==> src/rtl/hazard_controller_if.sv <==
// Hazard controller bundle: ID/EX hazard inputs toward the controller and
// stage-register enables, flushes and MDU status back from it.
interface hazard_controller_if #(
  parameter int REG_ADDR_WIDTH = 5
);
  logic [REG_ADDR_WIDTH-1:0] id_rs1_i;
  logic [REG_ADDR_WIDTH-1:0] id_rs2_i;
  logic                      id_uses_rs1_i;
  logic                      id_uses_rs2_i;
  logic [REG_ADDR_WIDTH-1:0] ex_rd_i;
  logic                      ex_mem_read_i;
  logic                      ex_mdu_i;
  logic                      ex_branch_taken_i;
  logic                      pc_write_o;
  logic                      if_id_write_o;
  logic                      if_id_flush_o;
  logic                      id_ex_write_o;
  logic                      id_ex_flush_o;
  logic                      ex_mem_flush_o;
  logic                      mdu_busy_o;
  logic                      mdu_done_o;
  logic [15:0]               stall_cnt_o;

  // Pipeline side: drives hazard information, consumes control decisions.
  modport master (
    output id_rs1_i, id_rs2_i, id_uses_rs1_i, id_uses_rs2_i,
    output ex_rd_i, ex_mem_read_i, ex_mdu_i, ex_branch_taken_i,
    input  pc_write_o, if_id_write_o, if_id_flush_o, id_ex_write_o,
    input  id_ex_flush_o, ex_mem_flush_o, mdu_busy_o, mdu_done_o, stall_cnt_o
  );

  // Controller side.
  modport slave (
    input  id_rs1_i, id_rs2_i, id_uses_rs1_i, id_uses_rs2_i,
    input  ex_rd_i, ex_mem_read_i, ex_mdu_i, ex_branch_taken_i,
    output pc_write_o, if_id_write_o, if_id_flush_o, id_ex_write_o,
    output id_ex_flush_o, ex_mem_flush_o, mdu_busy_o, mdu_done_o, stall_cnt_o
  );
endinterface

==> src/rtl/hazard_controller.sv <==
// Pipeline sequencing controller for the 5-stage core: load-use stalls,
// taken-branch flushes and multi-cycle MDU occupancy of EX. All controls are
// combinational from state/counter/inputs; only the stall counter is registered.
module hazard_controller #(
  parameter int REG_ADDR_WIDTH = 5,
  parameter int MDU_LATENCY    = 4
) (
  input  logic               clk_i,
  input  logic               rst_i,
  hazard_controller_if.slave bus
);

  localparam int CNT_W = (MDU_LATENCY > 1) ? $clog2(MDU_LATENCY) : 1;
  localparam logic [CNT_W-1:0] CNT_LOAD = CNT_W'((MDU_LATENCY > 1) ? (MDU_LATENCY - 2) : 0);
  localparam logic [CNT_W-1:0] CNT_ONE  = CNT_W'(1);
  localparam logic [CNT_W-1:0] CNT_ZERO = CNT_W'(0);
  localparam logic [REG_ADDR_WIDTH-1:0] REG_X0 = '0;

  localparam logic [0:0] ST_RUN      = 1'b0;
  localparam logic [0:0] ST_MDU_WAIT = 1'b1;

  logic [0:0]       r_state;
  logic [CNT_W-1:0] r_cnt;
  logic [15:0]      r_stall_cnt;

  logic [0:0]       w_state_nxt;
  logic [CNT_W-1:0] w_cnt_nxt;
  logic             w_load_use;
  logic             w_pc_write;
  logic             w_if_id_write;
  logic             w_if_id_flush;
  logic             w_id_ex_write;
  logic             w_id_ex_flush;
  logic             w_ex_mem_flush;
  logic             w_mdu_busy;
  logic             w_mdu_done;

  // Load-use hazard: a load in EX writes a non-x0 register the ID instruction reads.
  assign w_load_use = bus.ex_mem_read_i && (bus.ex_rd_i != REG_X0) &&
                      ((bus.id_uses_rs1_i && (bus.id_rs1_i == bus.ex_rd_i)) ||
                       (bus.id_uses_rs2_i && (bus.id_rs2_i == bus.ex_rd_i)));

  // Next-state and control decode; reset forces every control low.
  always_comb begin
    w_state_nxt    = r_state;
    w_cnt_nxt      = r_cnt;
    w_pc_write     = 1'b0;
    w_if_id_write  = 1'b0;
    w_if_id_flush  = 1'b0;
    w_id_ex_write  = 1'b0;
    w_id_ex_flush  = 1'b0;
    w_ex_mem_flush = 1'b0;
    w_mdu_busy     = 1'b0;
    w_mdu_done     = 1'b0;
    if (rst_i) begin
      w_state_nxt = ST_RUN;
      w_cnt_nxt   = CNT_ZERO;
    end else begin
      case (r_state)
        ST_RUN: begin
          w_pc_write    = 1'b1;
          w_if_id_write = 1'b1;
          w_id_ex_write = 1'b1;
          if (bus.ex_branch_taken_i) begin
            // Wrong-path instructions in IF/ID and ID/EX are squashed; any MDU op
            // in EX at the same time is on the wrong path and never starts.
            w_if_id_flush = 1'b1;
            w_id_ex_flush = 1'b1;
          end else if (bus.ex_mdu_i) begin
            if (MDU_LATENCY > 1) begin
              w_pc_write     = 1'b0;
              w_if_id_write  = 1'b0;
              w_id_ex_write  = 1'b0;
              w_ex_mem_flush = 1'b1;
              w_mdu_busy     = 1'b1;
              w_state_nxt    = ST_MDU_WAIT;
              w_cnt_nxt      = CNT_LOAD;
            end else begin
              w_mdu_done = 1'b1;
            end
          end else if (w_load_use) begin
            w_pc_write    = 1'b0;
            w_if_id_write = 1'b0;
            w_id_ex_flush = 1'b1;
          end else begin
            w_state_nxt = ST_RUN;
          end
        end
        ST_MDU_WAIT: begin
          if (r_cnt != CNT_ZERO) begin
            w_ex_mem_flush = 1'b1;
            w_mdu_busy     = 1'b1;
            w_cnt_nxt      = r_cnt - CNT_ONE;
          end else begin
            // Release cycle: pipeline advances while the result is presented.
            w_pc_write    = 1'b1;
            w_if_id_write = 1'b1;
            w_id_ex_write = 1'b1;
            w_mdu_busy    = 1'b1;
            w_mdu_done    = 1'b1;
            w_state_nxt   = ST_RUN;
          end
        end
        default: begin
          w_state_nxt = ST_RUN;
          w_cnt_nxt   = CNT_ZERO;
        end
      endcase
    end
  end

  // State and MDU down-counter.
  always_ff @(posedge clk_i or posedge rst_i) begin
    if (rst_i) begin
      r_state <= ST_RUN;
      r_cnt   <= CNT_ZERO;
    end else begin
      r_state <= w_state_nxt;
      r_cnt   <= w_cnt_nxt;
    end
  end

  // Saturating count of cycles in which the PC was held.
  always_ff @(posedge clk_i or posedge rst_i) begin
    if (rst_i) begin
      r_stall_cnt <= 16'h0000;
    end else if (!w_pc_write && (r_stall_cnt != 16'hFFFF)) begin
      r_stall_cnt <= r_stall_cnt + 16'h0001;
    end else begin
      r_stall_cnt <= r_stall_cnt;
    end
  end

  assign bus.pc_write_o     = w_pc_write;
  assign bus.if_id_write_o  = w_if_id_write;
  assign bus.if_id_flush_o  = w_if_id_flush;
  assign bus.id_ex_write_o  = w_id_ex_write;
  assign bus.id_ex_flush_o  = w_id_ex_flush;
  assign bus.ex_mem_flush_o = w_ex_mem_flush;
  assign bus.mdu_busy_o     = w_mdu_busy;
  assign bus.mdu_done_o     = w_mdu_done;
  assign bus.stall_cnt_o    = r_stall_cnt;

endmodule

==> src/flat_wrapper.sv <==
// flat-port wrapper written by rule: the top's interface ports become plain ports
module hazard_controller_flat 
#(
  parameter int REG_ADDR_WIDTH = 5,
  parameter int MDU_LATENCY    = 4
)
  (clk_i, rst_i, bus_id_rs1_i, bus_id_rs2_i, bus_id_uses_rs1_i, bus_id_uses_rs2_i, bus_ex_rd_i, bus_ex_mem_read_i, bus_ex_mdu_i, bus_ex_branch_taken_i, bus_pc_write_o, bus_if_id_write_o, bus_if_id_flush_o, bus_id_ex_write_o, bus_id_ex_flush_o, bus_ex_mem_flush_o, bus_mdu_busy_o, bus_mdu_done_o, bus_stall_cnt_o);
  hazard_controller_if #(.REG_ADDR_WIDTH(REG_ADDR_WIDTH)) bus_i ();
  input  logic clk_i;
  input  logic rst_i;
  input wire logic [$bits(bus_i.id_rs1_i)-1:0] bus_id_rs1_i;
  input wire logic [$bits(bus_i.id_rs2_i)-1:0] bus_id_rs2_i;
  input wire logic [$bits(bus_i.id_uses_rs1_i)-1:0] bus_id_uses_rs1_i;
  input wire logic [$bits(bus_i.id_uses_rs2_i)-1:0] bus_id_uses_rs2_i;
  input wire logic [$bits(bus_i.ex_rd_i)-1:0] bus_ex_rd_i;
  input wire logic [$bits(bus_i.ex_mem_read_i)-1:0] bus_ex_mem_read_i;
  input wire logic [$bits(bus_i.ex_mdu_i)-1:0] bus_ex_mdu_i;
  input wire logic [$bits(bus_i.ex_branch_taken_i)-1:0] bus_ex_branch_taken_i;
  output wire logic [$bits(bus_i.pc_write_o)-1:0] bus_pc_write_o;
  output wire logic [$bits(bus_i.if_id_write_o)-1:0] bus_if_id_write_o;
  output wire logic [$bits(bus_i.if_id_flush_o)-1:0] bus_if_id_flush_o;
  output wire logic [$bits(bus_i.id_ex_write_o)-1:0] bus_id_ex_write_o;
  output wire logic [$bits(bus_i.id_ex_flush_o)-1:0] bus_id_ex_flush_o;
  output wire logic [$bits(bus_i.ex_mem_flush_o)-1:0] bus_ex_mem_flush_o;
  output wire logic [$bits(bus_i.mdu_busy_o)-1:0] bus_mdu_busy_o;
  output wire logic [$bits(bus_i.mdu_done_o)-1:0] bus_mdu_done_o;
  output wire logic [$bits(bus_i.stall_cnt_o)-1:0] bus_stall_cnt_o;
  assign bus_i.id_rs1_i = bus_id_rs1_i;
  assign bus_i.id_rs2_i = bus_id_rs2_i;
  assign bus_i.id_uses_rs1_i = bus_id_uses_rs1_i;
  assign bus_i.id_uses_rs2_i = bus_id_uses_rs2_i;
  assign bus_i.ex_rd_i = bus_ex_rd_i;
  assign bus_i.ex_mem_read_i = bus_ex_mem_read_i;
  assign bus_i.ex_mdu_i = bus_ex_mdu_i;
  assign bus_i.ex_branch_taken_i = bus_ex_branch_taken_i;
  assign bus_pc_write_o = bus_i.pc_write_o;
  assign bus_if_id_write_o = bus_i.if_id_write_o;
  assign bus_if_id_flush_o = bus_i.if_id_flush_o;
  assign bus_id_ex_write_o = bus_i.id_ex_write_o;
  assign bus_id_ex_flush_o = bus_i.id_ex_flush_o;
  assign bus_ex_mem_flush_o = bus_i.ex_mem_flush_o;
  assign bus_mdu_busy_o = bus_i.mdu_busy_o;
  assign bus_mdu_done_o = bus_i.mdu_done_o;
  assign bus_stall_cnt_o = bus_i.stall_cnt_o;
  hazard_controller #(.REG_ADDR_WIDTH(REG_ADDR_WIDTH), .MDU_LATENCY(MDU_LATENCY)) u_core (.clk_i(clk_i), .rst_i(rst_i), .bus(bus_i));
endmodule
==> config.mk <==
export PLATFORM = sky130hd
export DESIGN_NAME = hazard_controller_flat
export DESIGN_NICKNAME = d
export VERILOG_FILES = /design/src/rtl/hazard_controller_if.sv /design/src/rtl/hazard_controller.sv /design/src/flat_wrapper.sv
export SDC_FILE = /design/constraint.sdc
export NUM_CORES = 1
export LEC_CHECK = 0
export ABC_CLOCK_PERIOD_IN_PS = 2400
export CORE_MARGIN = 2
export CORE_UTILIZATION = 44
export CTS_BUF_LIST = sky130_fd_sc_hd__clkbuf_4 sky130_fd_sc_hd__clkbuf_8
export DETAILED_ROUTE_END_ITERATION = 10
export PLACE_DENSITY = 0.92
export SKIP_CTS_REPAIR_TIMING = 1
export SYNTH_ARGS = -nofsm -noshare
export SYNTH_HDL_FRONTEND = slang
export SYNTH_SLANG_ARGS = --single-unit
==> constraint.sdc <==
create_clock -name clk_i -period 2.4 [get_ports clk_i]
set_input_delay 0.36 -clock clk_i [delete_from_list [all_inputs] [get_ports clk_i]]
set_output_delay 0.36 -clock clk_i [all_outputs]
set_load 0.02 [all_outputs]
* Word-level counts from Yosys, hierarchy flattened
Cells that the tools add are included.
Operators by class: reduce and logical (&&, ||, !) cells 10, bitwise gates (word level) 1, muxes and demuxes 32, add/sub/neg operators 2, equal/unequal tests 6
Operators with widths (count):
- 2-to-1 mux 1 bit | 22
- adder 16 x 1 -> 16 bit (second input constant) | 1
- != test 16 bit (second input constant) | 1
- == test 5 bit | 2
- case mux 1 bit (2 select lines) | 5
- != test 3 bit (second input constant) | 3
- 2-to-1 mux 2 bit | 4
- logical AND 1 bit | 5
- nonzero test 5 bit | 1
- case mux 2 bit (2 select lines) | 1
- AND reduction 3 bit | 1
- nonzero test 2 bit | 1
- subtractor 2 x 1 -> 2 bit (second input constant) | 1
- logical NOT 1 bit | 1
- logical OR 1 bit | 1
- inverter 1 bit | 1
Storage, ports and cells: logic and storage cells 54, input bits 22, register bits 19

* Longest topological paths before layout
depth in word-level cells 11, mapped depth 9, gate-level depth less buffers 8

* Worst setup path before layout
OpenSTA, ideal clock, no wires.
kind flip-flop to output port, start point register u_core.r_cnt[0], end point output bus_pc_write_o, arrival 1.955 ns, setup slack 0.085 ns, stages on the path, launching flop included 10, buffers on the path 2, path through dfrtp_1 -> inv_1 -> ha_1 -> nor2b_1 -> a21o_1 -> nor2_1 -> o41ai_4 -> buf_6 -> inv_1 -> buf_4
On the way: word-level cells in the longest chain between the ends 4
RTL lines:
- start: declaration | line hazard_controller.sv:23 | logic [CNT_W-1:0] r_cnt;
- start signal: assignment | line hazard_controller.sv:119 | r_cnt <= w_cnt_nxt;
- nonzero test 2 bit | line hazard_controller.sv:90 | if (r_cnt != CNT_ZERO) begin
- 2-to-1 mux 1 bit
- case mux 1 bit (2 select lines)
- 2-to-1 mux 1 bit
- end: declaration | line flat_wrapper.sv:19 | output wire logic [$bits(bus_i.pc_write_o)-1:0] bus_pc_write_o;
No other way between the ends.

* Final worst setup path
start point input bus_id_rs1_i[1], end point output bus_id_ex_flush_o
On the way: word-level cells in the longest chain between the ends 9
RTL lines:
- start: declaration | line flat_wrapper.sv:11 | input wire logic [$bits(bus_i.id_rs1_i)-1:0] bus_id_rs1_i;
- == test 5 bit | line hazard_controller.sv:40 | ((bus.id_uses_rs1_i && (bus.id_rs1_i == bus.ex_rd_i)) ||
- logical AND 1 bit | line hazard_controller.sv:40
- logical OR 1 bit | line hazard_controller.sv:40
- logical AND 1 bit | line hazard_controller.sv:39 | assign w_load_use = bus.ex_mem_read_i && (bus.ex_rd_i != REG_X0) &&
- 2-to-1 mux 1 bit | line hazard_controller.sv:81 | end else if (w_load_use) begin
- 2-to-1 mux 1 bit | line hazard_controller.sv:69 | end else if (bus.ex_mdu_i) begin
- 2-to-1 mux 1 bit | line hazard_controller.sv:64 | if (bus.ex_branch_taken_i) begin
- 2-to-1 mux 1 bit | line hazard_controller.sv:59 | case (r_state)
- 2-to-1 mux 1 bit | line hazard_controller.sv:55 | if (rst_i) begin
- end: declaration | line flat_wrapper.sv:23 | output wire logic [$bits(bus_i.id_ex_flush_o)-1:0] bus_id_ex_flush_o;
No other way between the ends.

==> key figures <==
Clocking
  – Clk buf depth: 2
  – Clk_lat worst skew: 0.30 ns
  – CTS tree: done
  – Clock sink count: 19
  – Root Buffer Master: clkbuf_4
  – H-tree depth: 1
  – TritonCTS buffer count: 3
  – Worst-path clk slew: 0.11 ns

Detailed routing
  – Routed vias: 1065
  – DR DRC count: 0
  – TritonRoute pass-1 iters: 4
  – DR vias/cell: 5.30
  – Drt first-iter violations: 27
  – Post-DR wirelength/cell: 14.8 µm
  – Detail Route Antenna Nets: 0
  – Final Routed Wirelength: 2.98 mm

Power
  – Pleak: 0.811 nW
  – Pwr Density: 611 mW/mm²
  – VDD IR max: 0.718 mV

Global route
  – Pin count of the biggest net entering global routing: 20
  – First-pass GRT wire length: 4.29 mm
  – Grt total ovfl: 0
  – Antenna violations before repair: 0
  – Total Routing Usage GR: 0.200
  – Vias in the first global route: 1034

Final layout
  – Nets: 196
  – Final core utilization: 0.716
  – Most common cell after layout, fill and taps aside: clkdlybuf4s50_1
  – Commonest non-fill, non-tap cells in the layout: clkdlybuf4s50_1 (35), dfrtp_1 (19), xnor2_1 (15), buf_4 (13), nand3_1 (10)
  – Diode count: 0
  – Syn-to-layout area delta: 55.7%
  – Share of cells above drive strength 1: 0.181

Die
  – Ports: 46
  – Total core area: 0.00245 mm²
  – Die X-Extent: 54.6 µm
  – Rows: 18
  – Total Die Area: 0.00299 mm²
  – Initial core utilization: 0.460
  – Die H: 54.6 µm

Logic synthesis
  – Syn Std Cell Area: 0.00113 mm²
  – Sequential fraction of the synthesis area: 0.421
  – Top_reg_cell synth: dfrtp_1
  – Largest cells by area after synthesis: dfrtp_1 (42%), xnor2_1 (12%), xor2_1 (6.2%), nand3_1 (4.4%), and3_1 (3.3%)
  – Yosys cell types: 32
  – Ys async rst share: 1.00
  – Syn_nets: 135
  – Synth top area share: 0.421
  – Avg Cell Area, Syn: 10.2 µm²
  – Synth Instances: 111
  – Post-synth top area cell: dfrtp_1
  – Yosys warns: 0
  – Number of synthesized register bits: 19
  – Number of synthesized flops with an enable pin: 0

Setup path
  – Max FO, Critical Path: 2
  – Startpoint types: primary input
  – CP endpoint kind: output port
  – WP data arrival: 1.99 ns
  – Worst setup path class: in -> out
  – Worst Path Required: 2.04 ns

STA
  – Final min period: 2.35 ns
  – Fin crit share: 0.980
  – Final WS setup: 0.0479 ns
  – Fmax: 425 MHz
  – Slew Limit Fails: 0
  – Final Setup Violations: 0
  – Worst-margin pin slew: 0.460 ns
  – RSZ-0062 raised after global routing: yes
  – Final setup skew: 0.00689 ns
  – Headroom to the max-slew limit: 0.691
  – Hold Vio Cnt, Final: 0

Placed design
  – I/O Buffers: 45
  – Pre-CTS setup slack: -0.486 ns
  – Routability cong.: 0.745
  – Post-DP HPWL: 2.27 mm

Min path
  – Hold/Removal Path Class: reg -> reg

Outcome
  – Status: complete, no violations

Run
  – Max-Cap Viols: 0
==> cell type report <==
type | count | area, µm²
Multi-Input combinational cell | 84 | 641
Clock inverter | 1 | 7.51
Sequential cell | 19 | 475
Clock buffer | 3 | 22.5
Timing Repair Buffer | 58 | 551
Tap cell | 30 | 37.5
Fill cell | 184 | 698
Inverter | 6 | 22.5
==> state kept, by name, summed over array words and instances (netlist names) <==
name / flops
u_core.bus.stall_cnt_o: 16
u_core.r_cnt: 2
u_core.r_state: 1
==> cells in the mapped netlist, drive strengths merged, types with 3 or more instances <==
master,count
nor2,7
inv,6
and3,6
dfrtp,19
nand4,4
nand2,4
mux2,3
xnor2,15
and2,3
nand3,10
xor2,8
nor3,4
==> layer usage <==
| layer | vias up | part of all wire | global-route usage |
|---|---|---|---|
| li1 | 513 | - | - |
| met1 | 494 | 0.39 | 0.239 |
| met2 | 52 | 0.50 | 0.349 |
| met3 | 6 | 0.10 | 0.0355 |
| met4 | 0 | 0.013 | 0.0875 |
| met5 | - | 0 | 0 |
==> path summary, 6_finish.rpt <==
kind / startpoint / endpoint / slack, ns / cells after the start
worst max-delay path: bus_id_rs1_i[1] / bus_id_ex_flush_o / 0.05 / 8
worst min-delay path: u_core.r_cnt[0] / u_core.r_cnt[0] / 0.49 / 1
worst max register to register: u_core.r_cnt[0] / u_core.bus.stall_cnt_o[14] / 0.41 / 9
worst min register to register: u_core.r_cnt[0] / u_core.r_cnt[0] / 0.49 / 1
max in group asynchronous: rst_i / u_core.bus.stall_cnt_o[14] / 1.58 / 4
min in group asynchronous: rst_i / u_core.r_state / 0.62 / 4
==> report_power, final <==
group	internal, W	switching [W]	leakage [nW]
sequential	0.000380	0.0000734	0.251
combinational	0.000246	0.000210	0.545
clock	0.0000634	0.000102	0.0139
total	0.000689	0.000385	0.811
==> logic make-up (layout without fill, tap and decap cells) <==
| group | count (synthesis) | count (layout) | synth area share |
|---|---|---|---|
| AND/OR/NAND/NOR | 47 | 47 | 0.235 |
| XOR/XNOR | 23 | 23 | 0.178 |
| flip-flops | 19 | 19 | 0.421 |
| AO/OA/AOI/OAI | 9 | 9 | 0.0732 |
| buffers and inverters | 8 | 68 | 0.0366 |
| multiplexers | 3 | 3 | 0.0333 |
| adder cells (fa/ha/maj) | 2 | 2 | 0.0222 |
==> metrics by stage <==
| step | total power (W) | setup TNS, ns | hold slack [ns] | instances | area, µm² |
|---|---|---|---|---|---|
| floorplan | 0.000690 | 0 | 0.322 | 111 | 1130 |
| global placement | 0.000899 | -2.84 | 0.467 | 197 | 1700 |
| detailed placement | 0.000915 | -3.77 | 0.473 | 197 | 1700 |
| CTS | 0.00109 | -1.70 | 0.490 | 201 | 1730 |
| global route | 0.00113 | -0.0985 | 0.518 | 201 | 1760 |
| finish | 0.00107 | 0 | 0.489 | 201 | 1760 |
==> worst max-delay path, cell delays in order <==
cell             delay, ns
clkdlybuf4s50_1       0.41
xor2_1                0.16
nor4_2                0.32
a32oi_2               0.19
nor3_2                0.19
nor2_1                0.05
nor3_1                0.12
buf_2                 0.19
Power figures use the tool's default switching activity.
==> patch, RTL diff (config.mk and constraints unchanged) <==
Set the localparam `REG_X0` to 1 (it was '0).
--- a/src/rtl/hazard_controller.sv
+++ b/src/rtl/hazard_controller.sv
@@ -14,7 +14,7 @@
   localparam logic [CNT_W-1:0] CNT_LOAD = CNT_W'((MDU_LATENCY > 1) ? (MDU_LATENCY - 2) : 0);
   localparam logic [CNT_W-1:0] CNT_ONE  = CNT_W'(1);
   localparam logic [CNT_W-1:0] CNT_ZERO = CNT_W'(0);
-  localparam logic [REG_ADDR_WIDTH-1:0] REG_X0 = '0;
+  localparam logic [REG_ADDR_WIDTH-1:0] REG_X0 = 1;
 
   localparam logic [0:0] ST_RUN      = 1'b0;
   localparam logic [0:0] ST_MDU_WAIT = 1'b1;
Check against the original RTL: not equivalent (Yosys sat finds a counterexample within 4 cycles, from zero or initial values and one cycle with rst_i high).
==> patch against the original RTL <==
Area after synthesis grew 0.22%. Power rose by 0.26%. Critical path depth shrank 1. Sequential cell count is the same. Register-to-register slack gained 0.03 ns. Routed wire length decreased by 6.4%. Highest routed layer unchanged. Die area increased by 0.20%. Design area up 1.4%. Maximum frequency shrank 0.40%. Setup slack got worse by 0.0094 ns. Sequential share of layout area decreased by 0.36 points.
==> patch: results (changes against the original RTL) <==
metric,value,unit,change
synth_commonest_cells,"dfrtp_1 (19), xnor2_1 (15), nand3_1 (10)",,unchanged
nFillCells,170,,was 184
cts_root_buf,clkbuf_4,,unchanged
place_ws,-0.536,ns,was -0.486 ns
drive_above_1_share,0.171,,was 0.181
fin_worst_skew,0.00245,ns,was 0.00689 ns
dr_wl_met2,1450,microns,was 1480 microns
synth-compound-area-share,0.0730,,was 0.0732
grt_pass1_wl,3880,microns,was 4290 microns
buffer_area_frac,0.322,,was 0.313
yosys.area_share.adder,0.0221,,was 0.0222
cpPeakStageDelay,0.42,ns,
drt_iter0_drc,6,,was 27
synth.distinct_cells,32,,unchanged
grt_max_degree,19,,was 20
async_reset_ff_frac,1.00,,unchanged
synthMuxAreaShare,0.0332,,was 0.0333
ff2ff_setup_slack,0.44,ns,was 0.41 ns
outcome,finished clean,,unchanged
leakage,0.000873,uW,was 0.000811 uW
drt-met1-wl,1040,microns,was 1150 microns
ys_top_cells_by_area,"dfrtp_1 (42%), xnor2_1 (12%), xor2_1 (6.2%), nand3_1 (4.4%), and3_1 (3.3%)",,unchanged
clock_area_frac,0.0169,,was 0.0171
seq_area_frac_synth,0.420,,was 0.421
grt_usage,0.179,,was 0.200
wl,2790,microns,was 2980 microns
wl_met3,275,microns,was 302 microns
nNetsFinal,195,,was 196
hold_class,in -> async,,was reg -> reg
use_met2,0.345,,was 0.349
dp_hpwl,2120,microns,was 2270 microns
place_congestion,0.753,,was 0.745
ir_worst_vdd,0.000762,V,was 0.000718 V
cts_max_level,1,,unchanged
multi_input_area,642,sq um,was 641 sq um
pwr-share-seq,0.424,,was 0.422
clockBufferCount,4,,was 3
switching_share,0.347,,was 0.358
met1_usage,0.194,,was 0.239
fin_crit_sh,0.984,,was 0.980
synth_xor_area_frac,0.178,,about the same
signal_buffers,57,,was 58
met3_usage,0.0328,,was 0.0355
cp_top_family,buffers and inverters,,was simple AND/OR/NAND/NOR gates
timing.slew.headroom,0.671,,was 0.691
grt_pass1_vias,991,,was 1034
num_vias,1066,,was 1065
patch: metrics by stage:
| stage | hold WS, ns | cell area, sq um | power (uW) | std cells |
|---|---|---|---|---|
| 2_1_floorplan | 0.322 | 1130 | 690 | 111 |
| 3_3_place_gp | 0.469 | 1690 | 897 | 196 |
| 3_5_place_dp | 0.472 | 1690 | 912 | 196 |
| 4_1_cts | 0.419 | 1720 | 1090 | 200 |
| 5_1_grt | 0.447 | 1780 | 1140 | 200 |
| 6_report | 0.447 | 1780 | 1080 | 200 |
patch: final timing paths:
kind / cells after the start / endpoint / from
max: 7 / bus_if_id_write_o / bus_id_rs2_i[3]
min: 3 / u_core.r_cnt[1] / rst_i
max reg2reg: 6 / u_core.bus.stall_cnt_o[11] / u_core.bus.stall_cnt_o[12]
min reg2reg: 1 / u_core.bus.stall_cnt_o[13] / u_core.bus.stall_cnt_o[13]
max in group asynchronous: 4 / u_core.bus.stall_cnt_o[6] / rst_i
min in group clk_i: 1 / u_core.bus.stall_cnt_o[13] / u_core.bus.stall_cnt_o[13]
